--- src/rtl/gray_conv_arbiter.sv ---
// -----------------------------------------------------------------------------
// gray_conv_arbiter
//
// One registered binary/Gray conversion engine shared by NUM_REQ requesters.
// A round-robin arbiter picks one request per cycle. The converted word is
// returned one cycle later on a single response slot, tagged with the
// requester id and the conversion mode.
//
// Parameters:
//   N        data width in bits (>=1)
//   NUM_REQ  number of requesters (>=1)
//   ID_W     requester id width, max(1, clog2(NUM_REQ))
//
// Ports:
//   clk        rising-edge clock
//   rst_n      synchronous active-low reset
//   req_valid  per-requester request valid            [NUM_REQ]
//   req_ready  per-requester accept, one-hot or zero   [NUM_REQ]
//   req_data   flattened words, requester i at [i*N +: N]
//   req_mode   per-requester mode: 0 = bin->gray, 1 = gray->bin
//   rsp_valid  response slot holds a result
//   rsp_ready  consumer accepts the response
//   rsp_data   converted word                          [N]
//   rsp_id     index of the requester served           [ID_W]
//   rsp_mode   mode used for this result
//
// Optional build macro GRAY_CONV_STATS_EN adds:
//   stat_clr      clears both counters (wins over increment)
//   stat_b2g_cnt  saturating count of accepted mode-0 requests [16]
//   stat_g2b_cnt  saturating count of accepted mode-1 requests [16]
// -----------------------------------------------------------------------------
module gray_conv_arbiter #(
  parameter int N       = 4,
  parameter int NUM_REQ = 4,
  parameter int ID_W    = 2
) (
  input  logic                 clk,
  input  logic                 rst_n,
  input  logic [NUM_REQ-1:0]   req_valid,
  output logic [NUM_REQ-1:0]   req_ready,
  input  logic [NUM_REQ*N-1:0] req_data,
  input  logic [NUM_REQ-1:0]   req_mode,
  output logic                 rsp_valid,
  input  logic                 rsp_ready,
  output logic [N-1:0]         rsp_data,
  output logic [ID_W-1:0]      rsp_id,
  output logic                 rsp_mode
`ifdef GRAY_CONV_STATS_EN
  ,
  input  logic                 stat_clr,
  output logic [15:0]          stat_b2g_cnt,
  output logic [15:0]          stat_g2b_cnt
`endif
);

  function automatic logic [N-1:0] bin2gray(input logic [N-1:0] b);
    return b ^ (b >> 1);
  endfunction

  // Prefix-XOR from the MSB down; fully combinational, settles in one cycle.
  function automatic logic [N-1:0] gray2bin(input logic [N-1:0] g);
    logic [N-1:0] b;
    b        = g;
    for (int k = N - 2; k >= 0; k--) begin
      b[k] = b[k+1] ^ g[k];
    end
    return b;
  endfunction

  // Requester index reached k steps above the priority pointer, with wrap.
  function automatic int wrap_idx(input logic [ID_W-1:0] p, input int k);
    int s;
    s = int'(p) + k;
    return (s >= NUM_REQ) ? s - NUM_REQ : s;
  endfunction

  logic [ID_W-1:0] ptr;
  logic [ID_W-1:0] gnt_idx;
  logic [ID_W-1:0] ptr_nxt;
  logic [N-1:0]    gnt_word;
  logic            gnt_mode;
  logic            gnt_found;
  logic            slot_free;
  logic            accept;

  // Output slot can take a new result if empty or being drained this cycle.
  assign slot_free = !rsp_valid || rsp_ready;

  // NOTE: every variable gets a default before the search loop so no path
  // leaves it unassigned; otherwise synthesis would infer a latch.
  always_comb begin
    gnt_found = 1'b0;
    gnt_idx   = '0;
    gnt_word  = '0;
    gnt_mode  = 1'b0;
    for (int k = 0; k < NUM_REQ; k++) begin
      if (!gnt_found && req_valid[wrap_idx(ptr, k)]) begin
        gnt_found = 1'b1;
        gnt_idx   = ID_W'(wrap_idx(ptr, k));
        gnt_word  = req_data[wrap_idx(ptr, k)*N +: N];
        gnt_mode  = req_mode[wrap_idx(ptr, k)];
      end
    end
  end

  assign accept    = rst_n && slot_free && gnt_found;
  assign req_ready = accept ? (NUM_REQ'(1) << gnt_idx) : '0;
  assign ptr_nxt   = (gnt_idx == ID_W'(NUM_REQ - 1)) ? '0 : gnt_idx + ID_W'(1);

  // NOTE: sequential state uses non-blocking assignments so every register
  // samples the pre-edge values regardless of statement order.
  always_ff @(posedge clk) begin
    if (!rst_n) begin
      rsp_valid <= 1'b0;
      rsp_data  <= '0;
      rsp_id    <= '0;
      rsp_mode  <= 1'b0;
      ptr       <= '0;
    end else if (accept) begin
      // A new result replaces the slot even when it is drained this cycle,
      // giving one result per cycle back to back.
      rsp_valid <= 1'b1;
      rsp_data  <= gnt_mode ? gray2bin(gnt_word) : bin2gray(gnt_word);
      rsp_id    <= gnt_idx;
      rsp_mode  <= gnt_mode;
      ptr       <= ptr_nxt;
    end else if (rsp_ready) begin
      rsp_valid <= 1'b0;
    end
  end

`ifdef GRAY_CONV_STATS_EN
  always_ff @(posedge clk) begin
    if (!rst_n || stat_clr) begin
      stat_b2g_cnt <= '0;
      stat_g2b_cnt <= '0;
    end else if (accept) begin
      if (!gnt_mode && stat_b2g_cnt != 16'hFFFF) stat_b2g_cnt <= stat_b2g_cnt + 16'd1;
      if ( gnt_mode && stat_g2b_cnt != 16'hFFFF) stat_g2b_cnt <= stat_g2b_cnt + 16'd1;
    end
  end
`endif

endmodule

--- config.mk ---
export PLATFORM = sky130hd
export DESIGN_NAME = gray_conv_arbiter
export DESIGN_NICKNAME = d
export VERILOG_FILES = /design/src/rtl/gray_conv_arbiter.sv
export SDC_FILE = /design/constraint.sdc
export NUM_CORES = 1
export LEC_CHECK = 0
export ABC_AREA = 1
export CAP_MARGIN = 30
export CELL_PAD_IN_SITES_DETAIL_PLACEMENT = 1
export CELL_PAD_IN_SITES_GLOBAL_PLACEMENT = 1
export CORE_MARGIN = 2
export CORE_UTILIZATION = 31
export CTS_CLUSTER_SIZE = 12
export DETAILED_ROUTE_END_ITERATION = 10
export GPL_TIMING_DRIVEN = 0
export PLACE_DENSITY_LB_ADDON = 0.1
export SETUP_SLACK_MARGIN = 0.15
export SYNTH_ARGS = -nofsm -noshare
export SYNTH_HDL_FRONTEND = slang
export SYNTH_SLANG_ARGS = --single-unit
--- constraint.sdc ---
create_clock -name clk -period 2.5 [get_ports clk]
set_input_delay 0.375 -clock clk [delete_from_list [all_inputs] [get_ports clk]]
set_output_delay 0.375 -clock clk [all_outputs]
set_load 0.02 [all_outputs]
==> results of run 1 <==
per-stage QoR:
step                std cells  setup TNS [ns]  hold slack, ns  area, µm²
floorplan                 281               0          0.5655       1782
global placement          389          -3.042          0.4700       2250
detailed placement        389          -3.195          0.4837       2250
CTS                       418         -0.6287          0.4942       2624
global route              421          -1.186          0.5517       2668
finish                    421         -0.7076          0.5116       2668
layer usage:
metal	vias up	wire length (µm)	global-route usage (%)	part of all wire [%]
met2	28	3141	40.61	53
met4	0	10	1.818	0.17
met5	-	0	0	0
li1	1052	-	-	-
met1	971	2647	25.11	44
met3	2	154	3.176	2.6
layout by cell type, fill, tap and decap left out, drive strengths merged:
cell type      netlist  final
a21boi               1      1
a21oi                9      9
a22oi                1      1
a31oi                1      1
buf                  8     40
clkbuf               2      6
clkdlybuf4s50        0     34
dfxtp               10     10
ha                   9      9
inv                 41     41
mux2i                3      3
nand2              100    100
nand3               40     40
nand4                7      7
nor2                22     22
o2111ai              2      2
o211ai               4      4
o21a                 1      1
o21ai               17     17
o21bai               1      1
o221ai               1      1
or2                  1      1
state kept, by name (all words and copies together) (netlist names):
name and count:
rsp_id 2, rsp_mode 1, rsp_data 4, ptr 2, rsp_valid 1
final timing paths:
| check | start | endpoint | slack, ns | cells past startpoint |
|---|---|---|---|---|
| min reg2reg | rsp_data[3]$_SDFFE_PN0P_ | rsp_data[3]$_SDFFE_PN0P_ | 0.51 | 2 |
| max | ptr[1]$_SDFFE_PN0P_ | req_ready[3] | -0.20 | 18 |
| max reg2reg | ptr[0]$_SDFFE_PN0P_ | rsp_data[0]$_SDFFE_PN0P_ | 0.17 | 16 |
| min | rsp_data[3]$_SDFFE_PN0P_ | rsp_data[3]$_SDFFE_PN0P_ | 0.51 | 2 |
layout make-up:
cell class / count / area [µm²] / share of cell area (%)
Buffer: 10 / 111.4 / 4.174
Clock buffer: 4 / 55.05 / 2.064
Inverter: 41 / 176.4 / 6.613
Multi-Input combinational cell: 220 / 1414 / 53.00
Sequential cell: 10 / 207.7 / 7.786
Tap cell: 70 / 87.58 / 3.283
Timing Repair Buffer: 66 / 615.6 / 23.08
worst min-delay path: stages (launching register included):
cell and delay (ns):
dfxtp_1 0.33, nand3_1 0.07, o21ai_0 0.07
cells by family (layout without fill, tap and decap cells):
kind of cell | after synthesis | after routing | synth area share (%)
simple gates | 170 | 170 | 50.68
buf+inv | 51 | 121 | 13.60
compound gates | 38 | 38 | 14.89
flops | 10 | 10 | 12.16
fa+ha+maj | 9 | 9 | 6.839
mux | 3 | 3 | 1.824
repair_timing:
action | in CTS | in global routing
hold buffers | 0 | 0
resized for setup | 53 | 5
endpoints found under the setup margin | 7 | 7
hold endpoints to repair | 0 | 0
pin swaps | 17 | 1
setup buffers | 25 | 3
gates cloned | 0 | 0
==> impl_metrics.ini, run 1 <==
[synth]
synthCells = 281
synth_nets = 317
synthFlopType = dfxtp_1
ys_ff_latch = 10
yosysMostFrequentCell = nand2_1
yosysSeqAreaShare_pct = 12.16
async_flop_share_pct = 0
synth_edf_count = 0
synthTopCellsByCount = 89 x nand2_1, 38 x inv_1, 33 x nand3_1
synth_top_area_share_pct = 20.29
ys_warn_count = 0
syn_area_per_cell_um2 = 5.860
synth_top_cell_by_area = nand2_1
synth_cell_types = 37
synth_area_um2 = 1647
synth.area.top_cells = nand2_1 20%, dfxtp_1 12%, nand3_1 10%

[clocking]
clockRootBuffer = clkbuf_8
cts_inserted_buffers = 3
h-tree-depth = 1
cts_num_sinks = 10
clockBufferDepth = 2
tritoncts = built
insertion_delay_ns = 0.23
clk_pin_slew_ns = 0.05

[status]
violations = setup timing
status = finished with violations

[die]
rows = 26
start_util_pct = 32.24
io_pins = 39
die_h_um = 76.88
core_area_um2 = 5107
dieWidth_um = 76.88
die_area_um2 = 5911

[worst_setup_path]
worstPathRequired_ns = 2.12
start_kind = flop
critical_path.top_delay_family = buffers and inverters
cp_common_cell = nand2_4
crit_type = reg -> out
path_max_fanout = 5
arrival_ns = 2.32
slowest_stage = dfxtp_4
cp-end-kind = output port
path_cells = inv_6, clkbuf_16, ha_4, inv_6, nand2_4, nand2_4, nor2_8, nand2_4, inv_2, nand2_2, o2111ai_4, o21ai_4, buf_6, inv_4, ha_4, inv_2, nor2_4, buf_6
slowest_delay_ns = 0.37
crit_buf_inv = 8

[global_routing]
grtUsageTotal_pct = 21.03
grt_overflow_total = 0
grt_pass1_wl_um = 10230
grt_max_degree = 11
grt_antenna_before_repair = 0
grt_pass1_vias = 2205

[detailed_routing]
drt_first_pass_iters = 4
ant_nets = 0
drc_errors = 0
vias_per_cell = 4.876
drt_iter0_drc = 43
routed_wl_um = 5953
vias = 2053
wl_per_cell_um = 14.14

[sta]
rsz0062_at_grt = true
worst_pin_slew_ns = 0.3751
fin_skew_ns = 0.0004568
slew_viol_final = 0
min_period_over_period_pct = 107.9
max_slew_margin_pct = 74.99
fmax_mhz = 370.7
post-route-min-period_ns = 2.698
setup_violations = 4
layout_setup_ws_ns = -0.1977
hold_violations = 0

[layout]
diodes = 0
fin_util_pct = 52.23
drive_above_1_share_pct = 31.62
syn_to_final_growth_pct = 62.01
fin_nets = 388
n_fill_cell = 690

[place]
hpwl_um = 4335
port_buffers = 38
place.gp.congestion = 0.8008
place_ws_ns = -0.7879

[job]
drv_cap = 0

[hold_path]
hold_class = reg -> reg
Power of run 1 is not shown: default switching activity piles up to over one toggle a cycle in this logic, so the estimate is an artifact.
==> run 2, diff against run 1 <==
--- a/config.mk
+++ b/config.mk
@@ -5,17 +5,17 @@
 export SDC_FILE = /design/constraint.sdc
 export NUM_CORES = 1
 export LEC_CHECK = 0
-export ABC_AREA = 1
 export CAP_MARGIN = 30
 export CELL_PAD_IN_SITES_DETAIL_PLACEMENT = 1
 export CELL_PAD_IN_SITES_GLOBAL_PLACEMENT = 1
 export CORE_MARGIN = 2
-export CORE_UTILIZATION = 31
+export CORE_UTILIZATION = 34
 export CTS_CLUSTER_SIZE = 12
 export DETAILED_ROUTE_END_ITERATION = 10
 export GPL_TIMING_DRIVEN = 0
 export PLACE_DENSITY_LB_ADDON = 0.1
 export SETUP_SLACK_MARGIN = 0.15
+export SLEW_MARGIN = 25
 export SYNTH_ARGS = -nofsm -noshare
 export SYNTH_HDL_FRONTEND = slang
 export SYNTH_SLANG_ARGS = --single-unit
==> constraint.sdc (replaced) <==
create_clock -name clk -period 2.5 [get_ports clk]
set_input_delay 0.375 -clock clk [delete_from_list [all_inputs] [get_ports clk]]
set_output_delay 0.375 -clock clk [all_outputs]
set_load 0.005 [all_outputs]
==> impl_metrics.ini, run 2 <==
[sta]
post-route-min-period_ns = 3.323
slew_viol_final = 0
max_slew_margin_pct = 66.14
min_period_over_period_pct = 132.9
layout_setup_ws_ns = -0.8230
setup_violations = 13
hold_violations = 0
worst_pin_slew_ns = 0.5079
fin_skew_ns = 0.004697
rsz0062_at_grt = true
fmax_mhz = 300.9

[worst_setup_path]
slowest_delay_ns = 0.56
crit_buf_inv = 8
start_kind = flop
crit_type = reg -> out
critical_path.top_delay_family = multiplexers
slowest_stage = mux4_2
r2r-start = ptr[0]$_SDFFE_PN0P_
cp-end-kind = output port
reg2reg_to = rsp_data[1]$_SDFFE_PN0P_
regToRegSetupSlack_ns = -0.81
path_cells = buf_6, buf_12, buf_12, inv_8, ha_4, buf_8, mux4_2, and2b_2, nor2_4, mux2_4, buf_6, ha_4, inv_2, nor2_1, buf_2
path_max_fanout = 4
worstPathRequired_ns = 2.12
reg2reg_depth = 14
arrival_ns = 2.95

[place]
place_ws_ns = -1.395
hpwl_um = 3449
dpl.cell_count = 248
place.gp.congestion = 0.8346
port_buffers = 38

[layout]
final_common_cell = clkdlybuf4s50_1
largest_reg_flops = 4
largest_register = rsp_data
diodes = 0
fin_nets = 267
fin_util_pct = 57.53
fin_cells = 281
drive_above_1_share_pct = 48.03
reg.largest.list = rsp_data (4), ptr (2), rsp_id (2)
syn_to_final_growth_pct = 62.90
final_cell_mix = 34 x clkdlybuf4s50_1, 22 x buf_4, 15 x mux4_2

[synth]
synth_top_cell_by_area = mux4_2
synthCells = 158
async_flop_share_pct = 0
synth_edf_count = 0
ys_ff_latch = 10
synth.area.top_cells = mux4_2 22%, dfxtp_1 13%, ha_1 7.3%
synth_top_area_share_pct = 21.97
syn_area_per_cell_um2 = 9.732
synthFlopType = dfxtp_1
synth_nets = 194
yosysSeqAreaShare_pct = 13.02
synth_cell_types = 47
ys_warn_count = 0
synth_area_um2 = 1538
synthTopCellsByCount = 15 x mux4_2, 11 x inv_1, 11 x nand3_1
yosysMostFrequentCell = mux4_2

[clocking]
h-tree-depth = 1
clockBufferDepth = 2
tritoncts = built
cts_hold_buf = 0
clk_pin_slew_ns = 0.05
clockRootBuffer = clkbuf_8
insertion_delay_ns = 0.23
cts_num_sinks = 10
cts_inserted_buffers = 3

[detailed_routing]
wl_met2_um = 2962
top_layer_used = met4
routed_wl_um = 5317
wl_met1_um = 2150
drc_errors = 0
vias = 1610
drt_iter0_drc = 43
drt_first_pass_iters = 4
wl_per_cell_um = 18.92
vias_per_cell = 5.730
ant_nets = 0
met3_length_um = 165

[global_routing]
grtUsageTotal_pct = 20.04
grt_overflow_total = 0
grt_max_degree = 11
grt_pass1_vias = 1622
grt_pass1_wl_um = 8073
grt_antenna_before_repair = 0

[hold_path]
min_to = rsp_data[2]$_SDFFE_PN0P_
holdPathStages = 2
hold_class = reg -> reg
holdCritStartpoint = rsp_data[2]$_SDFFE_PN0P_

[die]
dieWidth_um = 71.25
io_pins = 39
start_util_pct = 35.32
die_area_um2 = 5077
core_area_um2 = 4354
rows = 24
die_h_um = 71.25

[status]
violations = setup timing
status = finished with violations

[power]
worst_ir_drop_vdd_mv = 0.4359
p_per_area_nw_per_um2 = 1042
leakagePower_nw = 0.9707
p_total_mw = 2.611

[job]
drv_cap = 0
-- run 2: layout make-up --
class | instances | area (µm²)
plain buffers | 11 | 122.6
clock buffers | 3 | 41.29
fillers | 472 | 1849
inverters | 11 | 55.05
multi-input cells | 126 | 1398
flip-flops and latches | 10 | 207.7
well taps | 52 | 65.06
repair buffers | 68 | 615.6
-- run 2: layer usage --
metal  up-vias  global-route usage (%)
met5         -                       0
met4         0                   4.612
met3         4                   2.391
met2        39                   38.17
met1       813                   23.82
li1        754                       -
-- run 2: kinds of logic after synthesis --
family / after synthesis / synth area share (%)
buffers and inverters: 22 / 6.672
DFF: 10 / 13.02
AOI/OAI and AO/OA: 37 / 16.76
adders and majority gates: 9 / 7.323
and+or+nand+nor: 47 / 18.06
xor gates and xnor gates: 2 / 2.034
muxes: 31 / 36.13
-- run 2: worst max-delay path by stage --
stage,from,depth (start not counted),end
after floorplan,ptr[0]$_SDFFE_PN0P_,14,req_ready[1]
after global placement,ptr[1]$_SDFFE_PN0P_,13,req_ready[1]
after detailed placement,ptr[1]$_SDFFE_PN0P_,12,req_ready[2]
after CTS,ptr[0]$_SDFFE_PN0P_,15,req_ready[2]
after global routing,ptr[0]$_SDFFE_PN0P_,14,rsp_data[1]$_SDFFE_PN0P_
final,ptr[0]$_SDFFE_PN0P_,15,req_ready[2]
-- run 2: report_power, final --
part | total, mW | switching (mW) | internal, mW
Combinational | 2.19 | 1.03 | 1.16
Clock | 0.163 | 0.0576 | 0.105
Sequential | 0.264 | 0.0377 | 0.226
Total | 2.61 | 1.12 | 1.49
-- run 2: worst reg2reg max path: stages (launching register included) --
cell,delay [ns]
dfxtp_4,0.35
buf_6,0.10
buf_12,0.09
buf_12,0.10
inv_8,0.03
ha_4,0.26
buf_8,0.10
mux4_2,0.57
buf_4,0.17
or3b_4,0.43
o21ai_2,0.16
a22oi_2,0.16
nor2_4,0.13
xnor3_1,0.43
o21ai_1,0.14
-- run 2: metrics by stage --
stage	area, µm²	TNS (ns)	hold WS, ns
2_1_floorplan	1620	-4.939	0.4532
3_3_place_gp	2066	-11.29	0.4469
3_5_place_dp	2066	-11.59	0.4606
4_1_cts	2407	-6.476	0.4672
5_1_grt	2505	-8.835	0.4872
6_report	2505	-7.610	0.4610
-- run 2: timing repair --
action,4_1_cts,5_1_grt
endpoints found under the setup margin,14,14
cloned,1,0
gates resized for setup,51,18
pin swaps,12,4
hold endpoints to repair,0,0
buffers inserted,23,6
Power figures use the tool's default switching activity.
==> run 3, diff against run 2 <==
--- a/config.mk
+++ b/config.mk
@@ -5,6 +5,7 @@
 export SDC_FILE = /design/constraint.sdc
 export NUM_CORES = 1
 export LEC_CHECK = 0
+export ABC_CLOCK_PERIOD_IN_PS = 2500
 export CAP_MARGIN = 30
 export CELL_PAD_IN_SITES_DETAIL_PLACEMENT = 1
 export CELL_PAD_IN_SITES_GLOBAL_PLACEMENT = 1
@@ -13,7 +14,7 @@
 export CTS_CLUSTER_SIZE = 12
 export DETAILED_ROUTE_END_ITERATION = 10
 export GPL_TIMING_DRIVEN = 0
-export PLACE_DENSITY_LB_ADDON = 0.1
+export PLACE_DENSITY = 0.85
 export SETUP_SLACK_MARGIN = 0.15
 export SLEW_MARGIN = 25
 export SYNTH_ARGS = -nofsm -noshare
==> impl_metrics.ini, run 3 (synthesized netlist as in run 2, its figures left out) <==
[layout]
fin_nets = 265
final_common_cell = clkdlybuf4s50_1
reg.largest.list = rsp_data (4), ptr (2), rsp_id (2)
final_cell_mix = 34 x clkdlybuf4s50_1, 22 x buf_4, 15 x mux4_2
n_fill_cell = 488
largest_register = rsp_data
diodes = 0
largest_reg_flops = 4
syn_to_final_growth_pct = 61.19
drive_above_1_share_pct = 46.49

[hold_path]
hold_class = reg -> reg

[die]
rows = 24
die_h_um = 71.25
core_area_um2 = 4354
die_area_um2 = 5077
dieWidth_um = 71.25
start_util_pct = 35.32
io_pins = 39

[clocking]
clk_pin_slew_ns = 0.05
insertion_delay_ns = 0.25
cts_inserted_buffers = 3
tritoncts = built
cts_num_sinks = 10
h-tree-depth = 1
clockRootBuffer = clkbuf_8
clockBufferDepth = 2

[sta]
slew_viol_final = 0
worst_pin_slew_ns = 0.5008
hold_violations = 0
fin_skew_ns = 0.002639
setup_violations = 13
min_period_over_period_pct = 137.2
fmax_mhz = 291.5
post-route-min-period_ns = 3.430
layout_setup_ws_ns = -0.9305
max_slew_margin_pct = 66.61
rsz0062_at_grt = true
fin_tns_setup_ns = -8.076

[status]
violations = setup timing
status = finished with violations

[worst_setup_path]
arrival_ns = 3.59
start_kind = flop
cp-end-kind = flop
critical_path.top_delay_family = compound AO/OA/AOI/OAI gates
worstPathRequired_ns = 2.66
path_cells = buf_6, buf_12, buf_12, inv_8, ha_4, buf_8, mux4_2, buf_4, a21boi_1, a211oi_1, o31a_2, nor4_2, nor4_2, o31ai_1
crit_buf_inv = 6
slowest_delay_ns = 0.42
path_max_fanout = 5
slowest_stage = o31a_2
crit_type = reg -> reg

[detailed_routing]
wl_per_cell_um = 21.53
vias_per_cell = 5.968
drt_iter0_drc = 60
vias = 1671
drt_first_pass_iters = 4
ant_nets = 0
routed_wl_um = 6028
drc_errors = 0

[global_routing]
grt_max_degree = 11
grt_pass1_wl_um = 8956
grt.busiest_layer = met2
grtUsageTotal_pct = 22.30
grt_antenna_before_repair = 0
grt_pass1_vias = 1762
gr-usage-met2_pct = 39.71
met3_usage_pct = 2.954
grt_overflow_total = 0
grtUsageMet1_pct = 27.68

[job]
drv_cap = 0

[place]
port_buffers = 38
place_ws_ns = -1.436
hpwl_um = 3431
place.gp.congestion = 0.8750

[power]
leakagePower_nw = 0.9604
p_per_area_nw_per_um2 = 1066
worst_ir_drop_vdd_mv = 0.4468
## run 3: through the flow
stage	util [%]	power [mW]	instances	hold WS, ns	instance area (µm²)
6_report	56.93	2.643	280	0.4630	2479
3_5_place_dp	47.44	1.865	248	0.4592	2066
5_1_grt	56.93	2.802	280	0.4919	2479
2_1_floorplan	-	1.429	158	0.4532	1620
3_3_place_gp	47.44	1.825	248	0.4493	2066
4_1_cts	53.45	2.387	270	0.4684	2327
## run 3: per-layer routing
layer / part of all wire (%) / routed length [µm] / vias to the layer above
met5: 0 / 0 / -
met4: 2.1 / 129 / 0
met3: 3.8 / 232 / 13
met2: 53 / 3212 / 52
met1: 41 / 2453 / 846
li1: - / - / 760
## run 3: area by class of cell
cell class	count	area, µm²	share of cell area (%)
multi-input cells	126	1378	55.58
repair buffers	66	593.1	23.93
flip-flops and latches	10	207.7	8.380
plain buffers	11	122.6	4.947
well taps	52	65.06	2.625
inverters	11	57.56	2.322
clock buffers	4	55.05	2.221
## run 3: worst paths after layout
| kind | cells after the start | slack (ns) | endpoint | startpoint |
|---|---|---|---|---|
| max | 14 | -0.93 | rsp_data[0]$_SDFFE_PN0P_ | ptr[0]$_SDFFE_PN0P_ |
| min reg2reg | 2 | 0.46 | rsp_data[2]$_SDFFE_PN0P_ | rsp_data[2]$_SDFFE_PN0P_ |
| min | 2 | 0.46 | rsp_data[2]$_SDFFE_PN0P_ | rsp_data[2]$_SDFFE_PN0P_ |
| max reg2reg | 14 | -0.93 | rsp_data[0]$_SDFFE_PN0P_ | ptr[0]$_SDFFE_PN0P_ |
## run 3: tightest hold or removal path: stages, from the launching register on
cell     delay [ns]
dfxtp_1        0.30
nand3_1        0.06
o21ai_1        0.05
## run 3: repair_timing
| item | CTS | global route |
|---|---|---|
| resized for setup | 41 | 25 |
| pin swaps | 9 | 5 |
| hold buffers | 0 | 0 |
| setup buffers | 18 | 9 |
| cloned | 0 | 1 |
| endpoints found under the setup margin | 14 | 14 |
## run 3: power breakdown
group / leakage, nW / switching, mW / internal, mW
sequential: 0.0844 / 0.0417 / 0.226
combinational: 0.847 / 1.04 / 1.12
clock: 0.0288 / 0.0752 / 0.139
total: 0.960 / 1.16 / 1.48
